`config.mk`:
```
export PLATFORM = sky130hd
export DESIGN_NAME = ulpb_tx_queue
export DESIGN_NICKNAME = d
export VERILOG_FILES = /design/src/rtl/ulpb_pkg.sv /design/src/rtl/ulpb_msg_fifo.sv /design/src/rtl/ulpb_tx_queue.sv
export SDC_FILE = /design/constraint.sdc
export NUM_CORES = 1
export LEC_CHECK = 0
export ABC_AREA = 1
export BUFFER_PORTS_ARGS = -buffer_cell sky130_fd_sc_hd__buf_2
export CAP_MARGIN = 20
export CORE_AREA = 2 2 207 107
export CTS_CLUSTER_DIAMETER = 100
export DETAILED_ROUTE_END_ITERATION = 10
export DIE_AREA = 0 0 209 109
export PLACE_DENSITY = 0.61
export SETUP_SLACK_MARGIN = 0.4
export SYNTH_ARGS = -nofsm -noshare
export SYNTH_HDL_FRONTEND = slang
export SYNTH_SLANG_ARGS = --single-unit
```
`constraint.sdc`:
```
create_clock -name CLK -period 5.43 [get_ports CLK]
set_input_delay 1.086 -clock CLK [delete_from_list [all_inputs] [get_ports CLK]]
set_output_delay 1.086 -clock CLK [all_outputs]
set_load 0.01 [all_outputs]
```
`src/rtl/ulpb_pkg.sv`:
```
// ulpb_pkg: shared ULPB state encodings and the log2 helper.
`default_nettype none

package ulpb_pkg;

  typedef enum logic [2:0] {
    IDLE  = 3'd0,
    REQ   = 3'd1,
    REL   = 3'd2,
    WAIT  = 3'd3,
    RACK  = 3'd4,
    FLUSH = 3'd5
  } ulpb_state_t;

  function automatic int clog2(input int value);
    int r;
    r = 0;
    while ((1 << r) < value) r++;
    return r;
  endfunction

endpackage

`default_nettype wire

```
`src/rtl/ulpb_msg_fifo.sv`:
```
// ulpb_msg_fifo: {addr, data, last} storage with wrap-bit pointers and write-pointer rewind.
`default_nettype none

module ulpb_msg_fifo
  import ulpb_pkg::*;
#(
  parameter int ADDR_WIDTH = 8,
  parameter int DATA_WIDTH = 32,
  parameter int DEPTH      = 4,
  parameter int PTR_WIDTH  = clog2(DEPTH) + 1
) (
  input  logic                  clk,
  input  logic                  reset_n,
  input  logic                  push,
  input  logic [ADDR_WIDTH-1:0] push_addr,
  input  logic [DATA_WIDTH-1:0] push_data,
  input  logic                  push_last,
  input  logic                  pop,
  input  logic                  rewind,
  input  logic [PTR_WIDTH-1:0]  rewind_ptr,
  output logic [PTR_WIDTH-1:0]  wr_ptr,
  output logic                  full,
  output logic                  empty,
  output logic [ADDR_WIDTH-1:0] head_addr,
  output logic [DATA_WIDTH-1:0] head_data,
  output logic                  head_last
);

  localparam int IDX_WIDTH = PTR_WIDTH - 1;

  logic [ADDR_WIDTH-1:0] addr_mem [DEPTH];
  logic [DATA_WIDTH-1:0] data_mem [DEPTH];
  logic                  last_mem [DEPTH];
  logic [PTR_WIDTH-1:0]  rd_ptr;
  logic [IDX_WIDTH-1:0]  wr_idx;
  logic [IDX_WIDTH-1:0]  rd_idx;

  assign wr_idx = wr_ptr[IDX_WIDTH-1:0];
  assign rd_idx = rd_ptr[IDX_WIDTH-1:0];

  // Storage is cleared on reset so the node-facing head outputs read zero.
  always_ff @(posedge clk or negedge reset_n) begin
    if (!reset_n) begin
      for (int i = 0; i < DEPTH; i++) begin
        addr_mem[i] <= '0;
        data_mem[i] <= '0;
        last_mem[i] <= 1'b0;
      end
    end else if (push) begin
      addr_mem[wr_idx] <= push_addr;
      data_mem[wr_idx] <= push_data;
      last_mem[wr_idx] <= push_last;
    end
  end

  always_ff @(posedge clk or negedge reset_n) begin
    if (!reset_n) begin
      wr_ptr <= '0;
      rd_ptr <= '0;
    end else begin
      if (rewind)
        wr_ptr <= rewind_ptr;
      else if (push)
        wr_ptr <= wr_ptr + PTR_WIDTH'(1);
      if (pop)
        rd_ptr <= rd_ptr + PTR_WIDTH'(1);
    end
  end

  assign full      = (wr_ptr ^ rd_ptr) == {1'b1, {IDX_WIDTH{1'b0}}};
  assign empty     = (wr_ptr == rd_ptr);
  assign head_addr = addr_mem[rd_idx];
  assign head_data = data_mem[rd_idx];
  assign head_last = last_mem[rd_idx];

endmodule

`default_nettype wire

```
`src/rtl/ulpb_tx_queue.sv`:
```
// ulpb_tx_queue: buffers complete host messages and drives the node's four-phase TX handshake.
`default_nettype none

module ulpb_tx_queue
  import ulpb_pkg::*;
#(
  parameter int ADDR_WIDTH = 8,
  parameter int DATA_WIDTH = 32,
  parameter int DEPTH      = 4
) (
  input  logic                  CLK,
  input  logic                  RESET,
  input  logic [ADDR_WIDTH-1:0] HOST_ADDR,
  input  logic [DATA_WIDTH-1:0] HOST_DATA,
  input  logic                  HOST_LAST,
  input  logic                  HOST_VALID,
  output logic                  HOST_READY,
  output logic [ADDR_WIDTH-1:0] TX_ADDR,
  output logic [DATA_WIDTH-1:0] TX_DATA,
  output logic                  TX_PEND,
  output logic                  TX_REQ,
  input  logic                  TX_ACK,
  input  logic                  TX_SUCC,
  input  logic                  TX_FAIL,
  output logic                  TX_RESP_ACK,
  output logic                  DONE,
  output logic                  DONE_OK,
  output logic                  OVERSIZE,
  output logic [clog2(DEPTH):0] MSG_CNT
);

  localparam int PTR_WIDTH = clog2(DEPTH) + 1;

  ulpb_state_t           state, state_d;
  logic                  abort, abort_d;
  logic                  ok, ok_d;
  logic                  pop;
  logic                  req_d, resp_d, done_d, done_ok_d;
  logic                  first;
  logic [PTR_WIDTH-1:0]  word_cnt;
  logic [PTR_WIDTH-1:0]  msg_start;
  logic [ADDR_WIDTH-1:0] msg_addr;
  logic [PTR_WIDTH-1:0]  wr_ptr;
  logic                  full, empty;
  logic [ADDR_WIDTH-1:0] head_addr;
  logic [DATA_WIDTH-1:0] head_data;
  logic                  head_last;
  logic                  accept, last_accept, oversize_hit;
  logic [ADDR_WIDTH-1:0] entry_addr;

  assign accept       = HOST_VALID & ~full;
  assign last_accept  = accept & HOST_LAST;
  assign oversize_hit = accept & ~HOST_LAST & (word_cnt == PTR_WIDTH'(DEPTH - 1));
  assign entry_addr   = first ? HOST_ADDR : msg_addr;

  ulpb_msg_fifo #(
    .ADDR_WIDTH (ADDR_WIDTH),
    .DATA_WIDTH (DATA_WIDTH),
    .DEPTH      (DEPTH),
    .PTR_WIDTH  (PTR_WIDTH)
  ) u_fifo (
    .clk        (CLK),
    .reset_n    (RESET),
    .push       (accept),
    .push_addr  (entry_addr),
    .push_data  (HOST_DATA),
    .push_last  (HOST_LAST),
    .pop        (pop),
    .rewind     (oversize_hit),
    .rewind_ptr (msg_start),
    .wr_ptr     (wr_ptr),
    .full       (full),
    .empty      (empty),
    .head_addr  (head_addr),
    .head_data  (head_data),
    .head_last  (head_last)
  );

  assign HOST_READY = ~full;
  assign TX_ADDR    = head_addr;
  assign TX_DATA    = head_data;
  assign TX_PEND    = ~empty & ~head_last;

  // An oversize drop also restarts message framing so the next word carries a fresh address.
  always_ff @(posedge CLK or negedge RESET) begin
    if (!RESET) begin
      first     <= 1'b1;
      word_cnt  <= '0;
      msg_start <= '0;
      msg_addr  <= '0;
      OVERSIZE  <= 1'b0;
    end else begin
      OVERSIZE <= oversize_hit;
      if (accept) begin
        if (first) begin
          msg_addr  <= HOST_ADDR;
          msg_start <= wr_ptr;
        end
        if (HOST_LAST || oversize_hit) begin
          first    <= 1'b1;
          word_cnt <= '0;
        end else begin
          first    <= 1'b0;
          word_cnt <= word_cnt + PTR_WIDTH'(1);
        end
      end
    end
  end

  always_ff @(posedge CLK or negedge RESET) begin
    if (!RESET)
      MSG_CNT <= '0;
    else if (last_accept && state != RACK)
      MSG_CNT <= MSG_CNT + PTR_WIDTH'(1);
    else if (!last_accept && state == RACK)
      MSG_CNT <= MSG_CNT - PTR_WIDTH'(1);
  end

  always_ff @(posedge CLK or negedge RESET) begin
    if (!RESET) begin
      state       <= IDLE;
      abort       <= 1'b0;
      ok          <= 1'b0;
      TX_REQ      <= 1'b0;
      TX_RESP_ACK <= 1'b0;
      DONE        <= 1'b0;
      DONE_OK     <= 1'b0;
    end else begin
      state       <= state_d;
      abort       <= abort_d;
      ok          <= ok_d;
      TX_REQ      <= req_d;
      TX_RESP_ACK <= resp_d;
      DONE        <= done_d;
      DONE_OK     <= done_ok_d;
    end
  end

  // TX_REQ is a registered copy of req_d, so it rises one edge after entering REQ and
  // never while the node still holds TX_ACK.
  always_comb begin
    state_d   = state;
    abort_d   = abort;
    ok_d      = ok;
    pop       = 1'b0;
    req_d     = 1'b0;
    resp_d    = 1'b0;
    done_d    = 1'b0;
    done_ok_d = 1'b0;
    case (state)
      IDLE: begin
        abort_d = 1'b0;
        if (MSG_CNT != '0)
          state_d = REQ;
      end
      REQ: begin
        if (TX_FAIL) begin
          abort_d = 1'b1;
          state_d = REL;
        end else if (TX_ACK) begin
          state_d = REL;
        end else begin
          req_d = 1'b1;
        end
      end
      REL: begin
        if (abort || TX_FAIL) begin
          abort_d = 1'b1;
          if (!TX_ACK)
            state_d = FLUSH;
        end else if (!TX_ACK) begin
          pop     = 1'b1;
          state_d = head_last ? WAIT : REQ;
        end
      end
      WAIT: begin
        if (TX_SUCC || TX_FAIL) begin
          ok_d    = TX_SUCC;
          state_d = RACK;
        end
      end
      RACK: begin
        resp_d    = 1'b1;
        done_d    = 1'b1;
        done_ok_d = ok;
        state_d   = IDLE;
      end
      FLUSH: begin
        pop = 1'b1;
        if (head_last) begin
          ok_d    = 1'b0;
          state_d = RACK;
        end
      end
      default: state_d = IDLE;
    endcase
  end

endmodule

`default_nettype wire

```
==> results by group, run 1 <==
Floorplanning
  • Core area: ~21000 um^2
  • Die width: roughly 210 um
  • # IOs: 97
  • Initial Util: 0.442
  • Chip Height: 109 um
  • Die Footprint: between 20000 and 25000 um^2
  • FP Rows: 38

Finish
  • Area of the multi-input gates: between 3000 and 4000 um^2
  • # nets final: ~1300
  • Share of cells above drive strength 1: 0.123
  • # fillers: 2074
  • Area Growth Syn to Fin: 13.0%
  • Antenna cells: 0
  • Register Area: 4930 um^2
  • Core Util, Final: 0.500

Global route
  • GR Util All Layers: 0.234
  • Global-route wire length before repair: roughly 41000 um
  • Largest net degree at the start of global routing: between 100 and 150
  • Initial antenna violation count: 1
  • Grt total ovfl: 0
  • Vias in the first global route: 7536

Timing
  • Fin crit share: 0.634
  • Slew headroom: 0.352
  • Setup ws final: just under 2 ns
  • Tightest Pin Transition: a little under 1 ns
  • Setup violators final: 0
  • Fin. max-slew vios: 0
  • Min Tclk post-route: roughly 3.4 ns
  • Fin Hold WS: ~0.48 ns
  • RSZ-0062 raised after global routing: false
  • Setup TNS: 0 ns
  • Endpoints failing hold: 0
  • Worst Skew: 0.0153 ns
  • Max frequency: 290 MHz

Setup path
  • CP required: roughly 4.3 ns
  • CP max stage cell: dfrtp_1
  • CP Data Arrival Time: around 2.4 ns
  • Worst Path Max Fanout: between 40 and 50
  • Crit Path Class: register to primary output
  • Biggest cell delay along the critical path: roughly 0.61 ns
  • Worst Setup End Kind: primary output
  • Crit start category: register
  • CP Cell Sequence: inv_2, buf_4, o21ai_0, o22ai_1, buf_2

Clocking
  • Num CTS Buffers: 17
  • Reg clk slew, reported paths: 0.07 ns
  • Root Buffer: clkbuf_16
  • CTS tree: yes
  • Post_cts resized: 0
  • Postcts setup bufs: 0
  • CTS Hold Bufs: 0
  • H-tree levels: 4
  • CTS Buffer Depth: 2
  • Clock Sinks: approximately 200
  • Clk_lat worst skew: between 0.4 and 0.5 ns

Synthesis
  • Synth Instances: 1175
  • Synth area leaders: dfrtp_1 (52%), nand2_1 (16%), o21ai_0 (9.5%)
  • Unique masters post-synth: 27
  • Leading cell type by number of instances after synthesis: nand2_1
  • Avg Cell Area, Syn: 7.96 um^2
  • Top-area cell type share of the netlist area: 0.524
  • EDFF count, synth: 0
  • Post-synthesis cell area: about 9400 um^2
  • Post-synth top cells: nand2_1 (397), dfrtp_1 (196), o21ai_0 (177)
  • Post-Syn Nets: around 1200
  • Seq cells post-synth: between 150 and 200
  • Cell taking the most area after synthesis: dfrtp_1
  • FFs w/ async S/R, synth: 1.00
  • Sequential fraction of the synthesis area: 0.527
  • Post-synth top flop: dfrtp_1
  • Yosys Warn Count: 0

Power
  • Static leakage power: approximately 5.3 nW
  • Max VDD drop: around 0.31 mV
  • PwrDens: between 600 and 700 nW/um^2
  • Total design power: ~7 mW

Route
  • DR iter-0 viols: 760
  • TritonRoute pass-1 iters: 5
  • Vias per inst: approximately 5.3
  • Final wirelength: between 20000 and 30000 um
  • DRC: 0
  • Antenna viol nets, final: 0
  • DR vias: between 7000 and 8000
  • DR WL/cell: 16.8 um

Placement
  • DP Worst Slack: 2.25 ns
  • GPL Wtd Cong: between 0.8 and 0.9
  • Hpwl dp: 14900 um
  • IO Port Bufs: 96

Status
  • Status: finished clean

Flow run
  • Max-Cap Viols: 0

Min path
  • Min-Delay Path Class: register to register
==> kinds of logic (layout without fill, tap and decap cells) <==
kind of cell	after synthesis	count (layout)	share of synthesized area
multiplexers	1	1	0.00120
XOR/XNOR	4	4	0.00375
adder cells (fa/ha/maj)	9	9	0.0128
buffers and inverters	125	183	0.0630
flip-flops	197	197	0.527
AO/OA/AOI/OAI	320	320	0.177
AND/OR/NAND/NOR	519	519	0.215
==> critical path, delay by kind of cell, from the launching register on <==
family          cells  cell delay, ns
flops               1            0.61
compound gates      2            0.52
buf+inv             3            0.78
==> power breakdown <==
group | total, mW | internal [mW] | switching [mW]
clock network | 1.35 | 0.773 | 0.577
registers | 2.50 | 2.13 | 0.369
logic | 3.05 | 0.999 | 2.05
total | 6.90 | 3.90 | 3.00
==> final timing paths <==
path / from / slack [ns] / end / cells past startpoint
worst max-delay path: u_fifo.rd_ptr[1]$_DFFE_PN0P_ / 1.98 / TX_ADDR[7] / 5
worst min-delay path: u_fifo.data_mem[61]$_DFFE_PN0P_ / 0.48 / u_fifo.data_mem[61]$_DFFE_PN0P_ / 2
worst max register to register: u_fifo.rd_ptr[1]$_DFFE_PN0P_ / 2.46 / MSG_CNT[2]$_DFFE_PN0P_ / 12
worst min register to register: u_fifo.data_mem[61]$_DFFE_PN0P_ / 0.48 / u_fifo.data_mem[61]$_DFFE_PN0P_ / 2
max in group asynchronous: RESET / 3.65 / u_fifo.data_mem[30]$_DFFE_PN0P_ / 2
min in group asynchronous: RESET / 0.78 / u_fifo.data_mem[71]$_DFFE_PN0P_ / 1
==> per-layer routing <==
layer	global-route usage	vias up	wire length [um]	part of all wire
met5	0	-	15	0.00059
met4	0.0684	2	301	0.012
met2	0.340	190	10600	0.42
met3	0.0446	26	1170	0.046
li1	-	3918	-	-
met1	0.354	3818	13300	0.52
==> cells in the final DEF, fill, tap and decap left out, drive strengths merged, types with 6 or more instances in the layout <==
cell type	count
nand2	400
o21ai	277
dfrtp	196
buf	109
nor2	103
o22ai	41
inv	40
clkbuf	21
nand3	13
ha	8
clkinv	6
==> state kept, by name, indices dropped and copies added, names as in the netlist, 3 cells and up <==
signal,count
u_fifo.addr_mem,32
u_fifo.wr_ptr,3
state,3
word_cnt,3
u_fifo.last_mem,4
msg_start,3
MSG_CNT,3
u_fifo.rd_ptr,3
u_fifo.data_mem,128
msg_addr,8
==> through the flow <==
stage          instances  cell area, um^2
3_5_place_dp        1480             9930
2_1_floorplan       1175             9350
3_3_place_gp        1477             9860
6_report            1513            10600
5_1_grt             1513            10600
4_1_cts             1512            10500
==> area by class of cell <==
class | instances | area share
flip-flops and latches | 197 | 0.467
multi-input cells | 853 | 0.364
repair buffers | 110 | 0.0636
clock buffers | 20 | 0.0413
well taps | 280 | 0.0331
clock inverters | 12 | 0.0169
inverters | 41 | 0.0146
No activity file was read; power rests on OpenSTA's default activity.
==> inputs of run 2 (changes only) <==
Settings changed: PLACE_DENSITY 0.61 to 0.64.
Clock period 5.43 ns to 2.9 ns, I/O delays scaled along.
==> run 2 against run 1 <==
  * Sequential power rose by 87%
  * First-iteration DRC count rose by 3.2%
  * Clock skew fell by 0.0055 ns
  * Final area rose by 1.2%
  * Highest routed layer is now met4
==> results by group, run 2 (synthesis gave the netlist of run 1 again) <==
Floorplanning
  • Die width: 209 um (unchanged)
  • # IOs: 97 (unchanged)
  • Die Footprint: 22800 um^2 (unchanged)
  • FP Rows: 38 (unchanged)
  • Core area: 21200 um^2 (unchanged)
  • Chip Height: 109 um (unchanged)
  • Initial Util: 0.442 (unchanged)

Global route
  • Grt total ovfl: 0 (unchanged)
  • Vias in the first global route: 7816 (was 7536)
  • Initial antenna violation count: 0 (was 1)
  • Global-route wire length before repair: 43700 um (was 41500 um)
  • Largest net degree at the start of global routing: 76 (was 115)
  • GR Util All Layers: 0.248 (was 0.234)

Setup path
  • Crit path buf inv count: 3 (unchanged)
  • CP Data Arrival Time: 1.87 ns (was 2.36 ns)
  • Worst Path Max Fanout: 41 (was 42)
  • CP Cell Sequence: inv_4, bufbuf_16, nor2_1, o22ai_1, buf_2 (was inv_2, buf_4, o21ai_0, o22ai_1, buf_2)
  • Crit start category: register (unchanged)
  • Biggest cell delay along the critical path: 0.47 ns (was 0.61 ns)
  • Crit Path Class: register to primary output (unchanged)
  • Critical path's top delay family: buffers and inverters (unchanged)
  • Worst Setup End Kind: primary output (unchanged)
  • CP max stage cell: dfrtp_2 (was dfrtp_1)
  • CP required: 2.32 ns (was 4.34 ns)

Power
  • Max VDD drop: 0.503 mV (was 0.311 mV)
  • Static leakage power: 5.34 nW (was 5.25 nW)
  • PwrDens: 1220 nW/um^2 (was 653 nW/um^2)

Timing
  • Setup TNS: 0 ns (unchanged)
  • Fin crit share: 0.846
  • Setup violators final: 0 (unchanged)
  • Tightest Pin Transition: 0.984 ns (was 0.973 ns)
  • Slew headroom: 0.343 (was 0.352)
  • Fin Hold WS: 0.154 ns (was 0.477 ns)
  • Max frequency: just over 400 MHz
  • Endpoints failing hold: 0 (unchanged)
  • RSZ-0062 raised after global routing: true (was false)
  • Worst Skew: 0.00972 ns (was 0.0153 ns)
  • Fin. max-slew vios: 0 (unchanged)
  • Min Tclk post-route: 2.45 ns
  • Setup ws final: 0.447 ns (was 1.98 ns)

Route
  • Final wirelength: 27300 um (was 25400 um)
  • DRC: 0 (unchanged)
  • Vias per inst: 5.39 (was 5.26)
  • Routed wl met2: 11800 um (was 10600 um)
  • DR iter-0 viols: 784 (was 760)
  • TritonRoute pass-1 iters: 5 (unchanged)
  • DR vias: 8223 (was 7954)
  • Routed wl met3: 1830 um (was 1170 um)
  • Wl on met1: 13500 um (was 13300 um)
  • Highest metal used: met4 (was met5)
  • DR WL/cell: 17.9 um (was 16.8 um)
  • Antenna viol nets, final: 0 (unchanged)

Finish
  • Register with the most flip-flops: u_fifo.data_mem (unchanged)
  • Area Growth Syn to Fin: 14.4% (was 13.0%)
  • Commonest non-fill, non-tap cell in the layout: nand2_1 (unchanged)
  • Antenna cells: 0 (unchanged)
  • Core Util, Final: 0.506 (was 0.500)
  • Finished Cell Area: 10700 um^2 (was 10600 um^2)
  • Top Registers: u_fifo.data_mem (128), u_fifo.addr_mem (32), msg_addr (8) (unchanged)
  • # nets final: 1289 (was 1276)
  • Max reg flops: 128 (unchanged)
  • Share of cells above drive strength 1: 0.133 (was 0.123)
  • Most frequent cells in the layout: nand2_1 (397), dfrtp_1 (195), o21ai_0 (176), o21ai_1 (101), nor2_1 (98) (was nand2_1 (397), dfrtp_1 (195), o21ai_0 (177), o21ai_1 (100), nor2_1 (99))

Clocking
  • Clock Sinks: 197 (unchanged)
  • CTS Buffer Depth: 2 (unchanged)
  • H-tree levels: 4 (unchanged)
  • Num CTS Buffers: 17 (unchanged)
  • CTS Hold Bufs: 0 (unchanged)
  • Postcts setup bufs: 0 (unchanged)
  • Clk_lat worst skew: 0.44 ns (was 0.45 ns)
  • CTS tree: yes (unchanged)
  • Root Buffer: clkbuf_16 (unchanged)
  • Reg clk slew, reported paths: 0.07 ns (about the same)

Placement
  • Hpwl dp: 15700 um (was 14900 um)
  • DP Worst Slack: 0.544 ns (was 2.25 ns)
  • Dpl cell area: 10000 um^2 (was 9930 um^2)
  • GPL Wtd Cong: 0.866 (was 0.814)
  • IO Port Bufs: 96 (unchanged)

Flow run
  • Max-Cap Viols: 0 (unchanged)

Min path
  • Min-Delay Path Class: input port to asynchronous set/reset pin (was register to register)

Status
  • Status: finished clean (unchanged)
## run 2: cell count changes in the layout (fill, tap and decap cells not counted), moves of 2 or more
cell / before / now
clkbuf_16: 17 / 19
o22ai_1: 41 / 39
buf_4: 9 / 15
buf_12: 3 / 7
clkinv_2: 2 / 4
bufinv_16: 4 / 1
o22ai_2: 0 / 2
## run 2: final timing paths
| path | depth (start not counted) | startpoint | slack [ns] | endpoint |
|---|---|---|---|---|
| worst max-delay path | 5 | u_fifo.rd_ptr[0]$_DFFE_PN0P_ | 0.45 | TX_DATA[16] |
| worst min-delay path | 1 | RESET | 0.15 | u_fifo.addr_mem[5]$_DFFE_PN0P_ |
| worst max register to register | 9 | u_fifo.wr_ptr[0]$_DFFE_PN0P_ | 0.53 | u_fifo.addr_mem[0]$_DFFE_PN0P_ |
| worst min register to register | 2 | u_fifo.addr_mem[12]$_DFFE_PN0P_ | 0.48 | u_fifo.addr_mem[12]$_DFFE_PN0P_ |
| max in group asynchronous | 2 | RESET | 1.97 | u_fifo.data_mem[3]$_DFFE_PN0P_ |
| min in group CLK | 3 | HOST_DATA[4] | 0.39 | u_fifo.data_mem[100]$_DFFE_PN0P_ |
## run 2: repair_timing
item,in CTS,in global routing
gates resized for setup,5,12
endpoints found under the setup margin,26,21
pin swaps,0,0
cloned,1,2
## run 2: stage by stage
stage,std cells,total power [mW]
floorplan,1175,8.45
global placement,1491,10.4
detailed placement,1491,10.5
CTS,1523,12.9
global route,1525,14.1
finish,1525,13.1
## run 2: layer usage
metal	GRT usage	vias to the layer above
met2	0.373	284
met3	0.0513	22
met4	0.0617	0
met5	0	-
met1	0.368	3962
li1	-	3955
## run 2: cell type report
type	count	area, um^2
clock buffers	22	454
clock inverters	9	81.3
fillers	2028	10500
inverters	41	156
multi-input cells	853	3860
flip-flops and latches	197	4930
well taps	280	350
repair buffers	123	863
## run 2: power breakdown
part	internal, mW	total [mW]	switching (mW)	leakage (nW)
logic	2.09	6.15	4.06	2.60
registers	3.98	4.67	0.688	2.48
clock network	1.20	2.23	1.04	0.256
total	7.27	13.1	5.78	5.34
==> inputs of run 3 (changes only) <==
Settings changed: ABC_AREA 1 to 0, CORE_AREA 2 2 207 107 to 2 2 203 105, DIE_AREA 0 0 209 109 to 0 0 205 107, PLACE_DENSITY 0.64 to 0.61.
Clock period 2.9 ns to 2.4 ns, I/O delays scaled along.
==> run 3 against run 2 <==
  * Wire length down 6.2%
  * The run now ends with setup timing left
  * Largest power group unchanged
  * Sequential share of layout area down 7.3 points
  * Critical path depth down 1
  * Worst setup slack worse by 0.47 ns
  * First-iteration DRC count down 53%
  * Clock skew down 0.0030 ns
  * Die area down 3.7%
  * Clock-buffer cell count down 3
  * Register-to-register slack worse by 0.48 ns
==> results by group, run 3 <==
Synthesis
  • EDFF count, synth: 0 (unchanged)
  • Post-synth top flop: dfrtp_1 (unchanged)
  • Post-synthesis compound-gate area fraction: 0.0557 (was 0.177)
  • XOR/XNOR Fraction of Synth Area: 0.0129 (was 0.00375)
  • Leading cell type by number of instances after synthesis: dfrtp_1 (was nand2_1)
  • Sequential fraction of the synthesis area: 0.552 (was 0.527)
  • Top-area cell type share of the netlist area: 0.549 (was 0.524)
  • Post-Syn Nets: 656 (was 1231)
  • Post-synthesis cell area: 8930 um^2 (was 9350 um^2)
  • Cell taking the most area after synthesis: dfrtp_1 (unchanged)
  • FFs w/ async S/R, synth: 1.00 (unchanged)
  • Post-synthesis mux area share: 0.292 (was 0.00120)
  • Synth Instances: 600 (was 1175)
  • Main combinational cell family by area after synthesis: multiplexers (was simple AND/OR/NAND/NOR gates)
  • Post-synth top cells: dfrtp_1 (196), mux2_1 (116), nand2_1 (49) (was nand2_1 (397), dfrtp_1 (196), o21ai_0 (177))
  • Seq cells post-synth: 197 (unchanged)
  • Avg Cell Area, Syn: 14.9 um^2 (was 7.96 um^2)
  • Simple-Gate Fraction of Synth Area: 0.0392 (was 0.215)
  • Post-Synth Adder-Cell Area: 0.0134 (was 0.0128)
  • Synth area leaders: dfrtp_1 (55%), mux2_1 (15%), mux4_2 (10%) (was dfrtp_1 (52%), nand2_1 (16%), o21ai_0 (9.5%))
  • Yosys Warn Count: 0 (unchanged)
  • Unique masters post-synth: 48 (was 27)

Clocking
  • CTS Hold Bufs: 0 (unchanged)
  • CTS tree: yes (unchanged)
  • Num CTS Buffers: 17 (unchanged)
  • CTS Buffer Depth: 2 (unchanged)
  • Root Buffer: clkbuf_16 (unchanged)
  • Clock Sinks: 197 (unchanged)
  • Reg clk slew, reported paths: 0.06 ns (was 0.07 ns)
  • H-tree levels: 4 (unchanged)
  • Clk_lat worst skew: 0.44 ns (about the same)

Floorplanning
  • # IOs: 97 (unchanged)
  • Chip Height: 107 um (was 109 um)
  • Initial Util: 0.443 (was 0.442)
  • Die Footprint: 21900 um^2 (was 22800 um^2)
  • Die width: 205 um (was 209 um)
  • FP Rows: 37 (was 38)
  • Core area: 20200 um^2 (was 21200 um^2)

Global route
  • Vias in the first global route: 6161 (was 7816)
  • Global-route wire length before repair: 38000 um (was 43700 um)
  • Initial antenna violation count: 2 (was 0)
  • GR Util All Layers: 0.239 (was 0.248)
  • Largest net degree at the start of global routing: 68 (was 76)
  • Grt total ovfl: 0 (unchanged)

Placement
  • IO Port Bufs: 96 (unchanged)
  • Hpwl dp: 11900 um (was 15700 um)
  • Dpl cell area: 9730 um^2 (was 10000 um^2)
  • GPL Wtd Cong: 0.796 (was 0.866)
  • Placed cell count: 944 (was 1491)

Finish
  • Final std cells w/o fill: 1053 (was 1525)
  • Max reg flops: 128 (unchanged)
  • Core Util, Final: 0.631 (was 0.506)
  • Register with the most flip-flops: u_fifo.data_mem (unchanged)
  • Antenna cells: 0 (unchanged)
  • Commonest non-fill, non-tap cell in the layout: dfrtp_1 (was nand2_1)
  • Register Area: 4940 um^2 (was 4930 um^2)
  • Top Registers: u_fifo.data_mem (128), u_fifo.addr_mem (32), msg_addr (8) (unchanged)
  • # nets final: 826 (was 1289)
  • Area of the multi-input gates: 4440 um^2 (was 3860 um^2)
  • Most frequent cells in the layout: dfrtp_1 (193), mux2_4 (136), buf_2 (61), buf_6 (60), mux4_2 (40) (was nand2_1 (397), dfrtp_1 (195), o21ai_0 (176), o21ai_1 (101), nor2_1 (98))
  • Share of cells above drive strength 1: 0.606 (was 0.133)
  • Finished Cell Area: 12700 um^2 (was 10700 um^2)
  • Area Growth Syn to Fin: 42.6% (was 14.4%)
  • # fillers: 1438 (was 2028)

Timing
  • Fin. max-slew vios: 0 (unchanged)
  • Setup TNS: -0.0794 ns (was 0 ns)
  • RSZ-0062 raised after global routing: true (unchanged)
  • Fin Hold WS: 0.0244 ns (was 0.154 ns)
  • Tightest Pin Transition: 0.760 ns (was 0.984 ns)
  • Endpoints failing hold: 0 (unchanged)
  • Setup violators final: 7 (was 0)
  • Fin crit share: 1.01
  • Min Tclk post-route: around 2.4 ns
  • Slew headroom: 0.479 (was 0.343)
  • Worst Skew: 0.00667 ns (was 0.00972 ns)
  • Setup ws final: -0.0237 ns (was 0.447 ns)
  • Max frequency: about 410 MHz

Setup path
  • Crit Path Class: register to primary output (unchanged)
  • Biggest cell delay along the critical path: 0.54 ns (was 0.47 ns)
  • Crit path buf inv count: 3 (unchanged)
  • Critical path's top delay family: multiplexers (was buffers and inverters)
  • Worst Path Max Fanout: 7 (was 41)
  • Crit start category: register (unchanged)
  • CP Data Arrival Time: 1.94 ns (was 1.87 ns)
  • CP Cell Sequence: buf_16, buf_12, mux4_2, buf_6 (was inv_4, bufbuf_16, nor2_1, o22ai_1, buf_2)
  • Worst Setup End Kind: primary output (unchanged)
  • CP max stage cell: mux4_2 (was dfrtp_2)
  • CP required: 1.92 ns (was 2.32 ns)

Route
  • TritonRoute pass-1 iters: 4 (was 5)
  • Final wirelength: 25700 um (was 27300 um)
  • DR vias: 5881 (was 8223)
  • Vias per inst: 5.58 (was 5.39)
  • DRC: 0 (unchanged)
  • Antenna viol nets, final: 0 (unchanged)
  • DR iter-0 viols: 365 (was 784)
  • DR WL/cell: 24.4 um (was 17.9 um)

Status
  • Failing checks: setup timing
  • Status: finished, violations left (was finished clean)

Power
  • Static leakage power: 6.09 nW (was 5.34 nW)
  • PwrDens: 1580 nW/um^2 (was 1220 nW/um^2)
  • Max VDD drop: 0.823 mV (was 0.503 mV)

Min path
  • Min-Delay Path Class: input port to asynchronous set/reset pin (unchanged)

Flow run
  • Max-Cap Viols: 0 (unchanged)
## run 3: changes by cell type in the layout (fill, tap and decap cells not counted), sizes merged, moves of 9 or more
cell	change
buf	+60
mux2i	+9
o21ai	-232
o22ai	-41
nor2	-93
nand2	-351
inv	-31
mux4	+40
mux2	+137
## run 3: final cells by class
type / instances / share of cell area
sequential: 197 / 0.388
clock buffer: 19 / 0.0340
inverter: 8 / 0.00236
clock inverter: 10 / 0.00864
timing repair buffer: 190 / 0.192
multi-input combinational: 356 / 0.349
tap: 273 / 0.0268
## run 3: kinds of logic after synthesis
| group | count (synthesis) |
|---|---|
| flops | 197 |
| mux | 187 |
| simple gates | 80 |
| compound gates | 72 |
| buf+inv | 47 |
| fa+ha+maj | 9 |
| xor+xnor | 8 |
## run 3: power by group
| part | internal, mW | switching, mW | leakage [nW] |
|---|---|---|---|
| Sequential | 4.97 | 1.20 | 2.38 |
| Clock | 1.51 | 1.21 | 0.268 |
| Combinational | 6.85 | 4.43 | 3.44 |
## run 3: per-layer routing
| metal | track usage | part of all wire |
|---|---|---|
| met5 | 0 | 0.0011 |
| met4 | 0.0642 | 0.015 |
| met3 | 0.0614 | 0.061 |
| met2 | 0.353 | 0.45 |
| met1 | 0.351 | 0.47 |
## run 3: path summary, 6_finish.rpt
kind	endpoint	cells past startpoint	startpoint	slack (ns)
worst max-delay path	TX_DATA[26]	4	u_fifo.rd_ptr[0]$_DFFE_PN0P_	-0.02
worst min-delay path	abort$_DFFE_PN0P_	1	RESET	0.02
worst max register to register	MSG_CNT[1]$_DFFE_PN0P_	8	u_fifo.rd_ptr[0]$_DFFE_PN0P_	0.05
worst min register to register	msg_addr[2]$_DFFE_PN0P_	2	msg_addr[2]$_DFFE_PN0P_	0.48
max in group asynchronous	u_fifo.addr_mem[27]$_DFFE_PN0P_	2	RESET	1.63
min in group CLK	u_fifo.data_mem[87]$_DFFE_PN0P_	2	HOST_DATA[23]	0.33
## run 3: metrics by stage
step                      total power [mW]  setup WS [ns]
final                                 20.2        -0.0237
after global routing                  21.1        -0.0626
after CTS                             19.1        -0.0472
after detailed placement              12.5         0.0948
after global placement                12.1          0.146
after floorplan                       10.5         0.0567
## run 3: repair_timing
action | in CTS | in global routing
resized for setup | 236 | 79
setup buffers | 40 | 9
cloned | 23 | 8
endpoints found under the setup margin | 176 | 212
pin swaps | 24 | 16
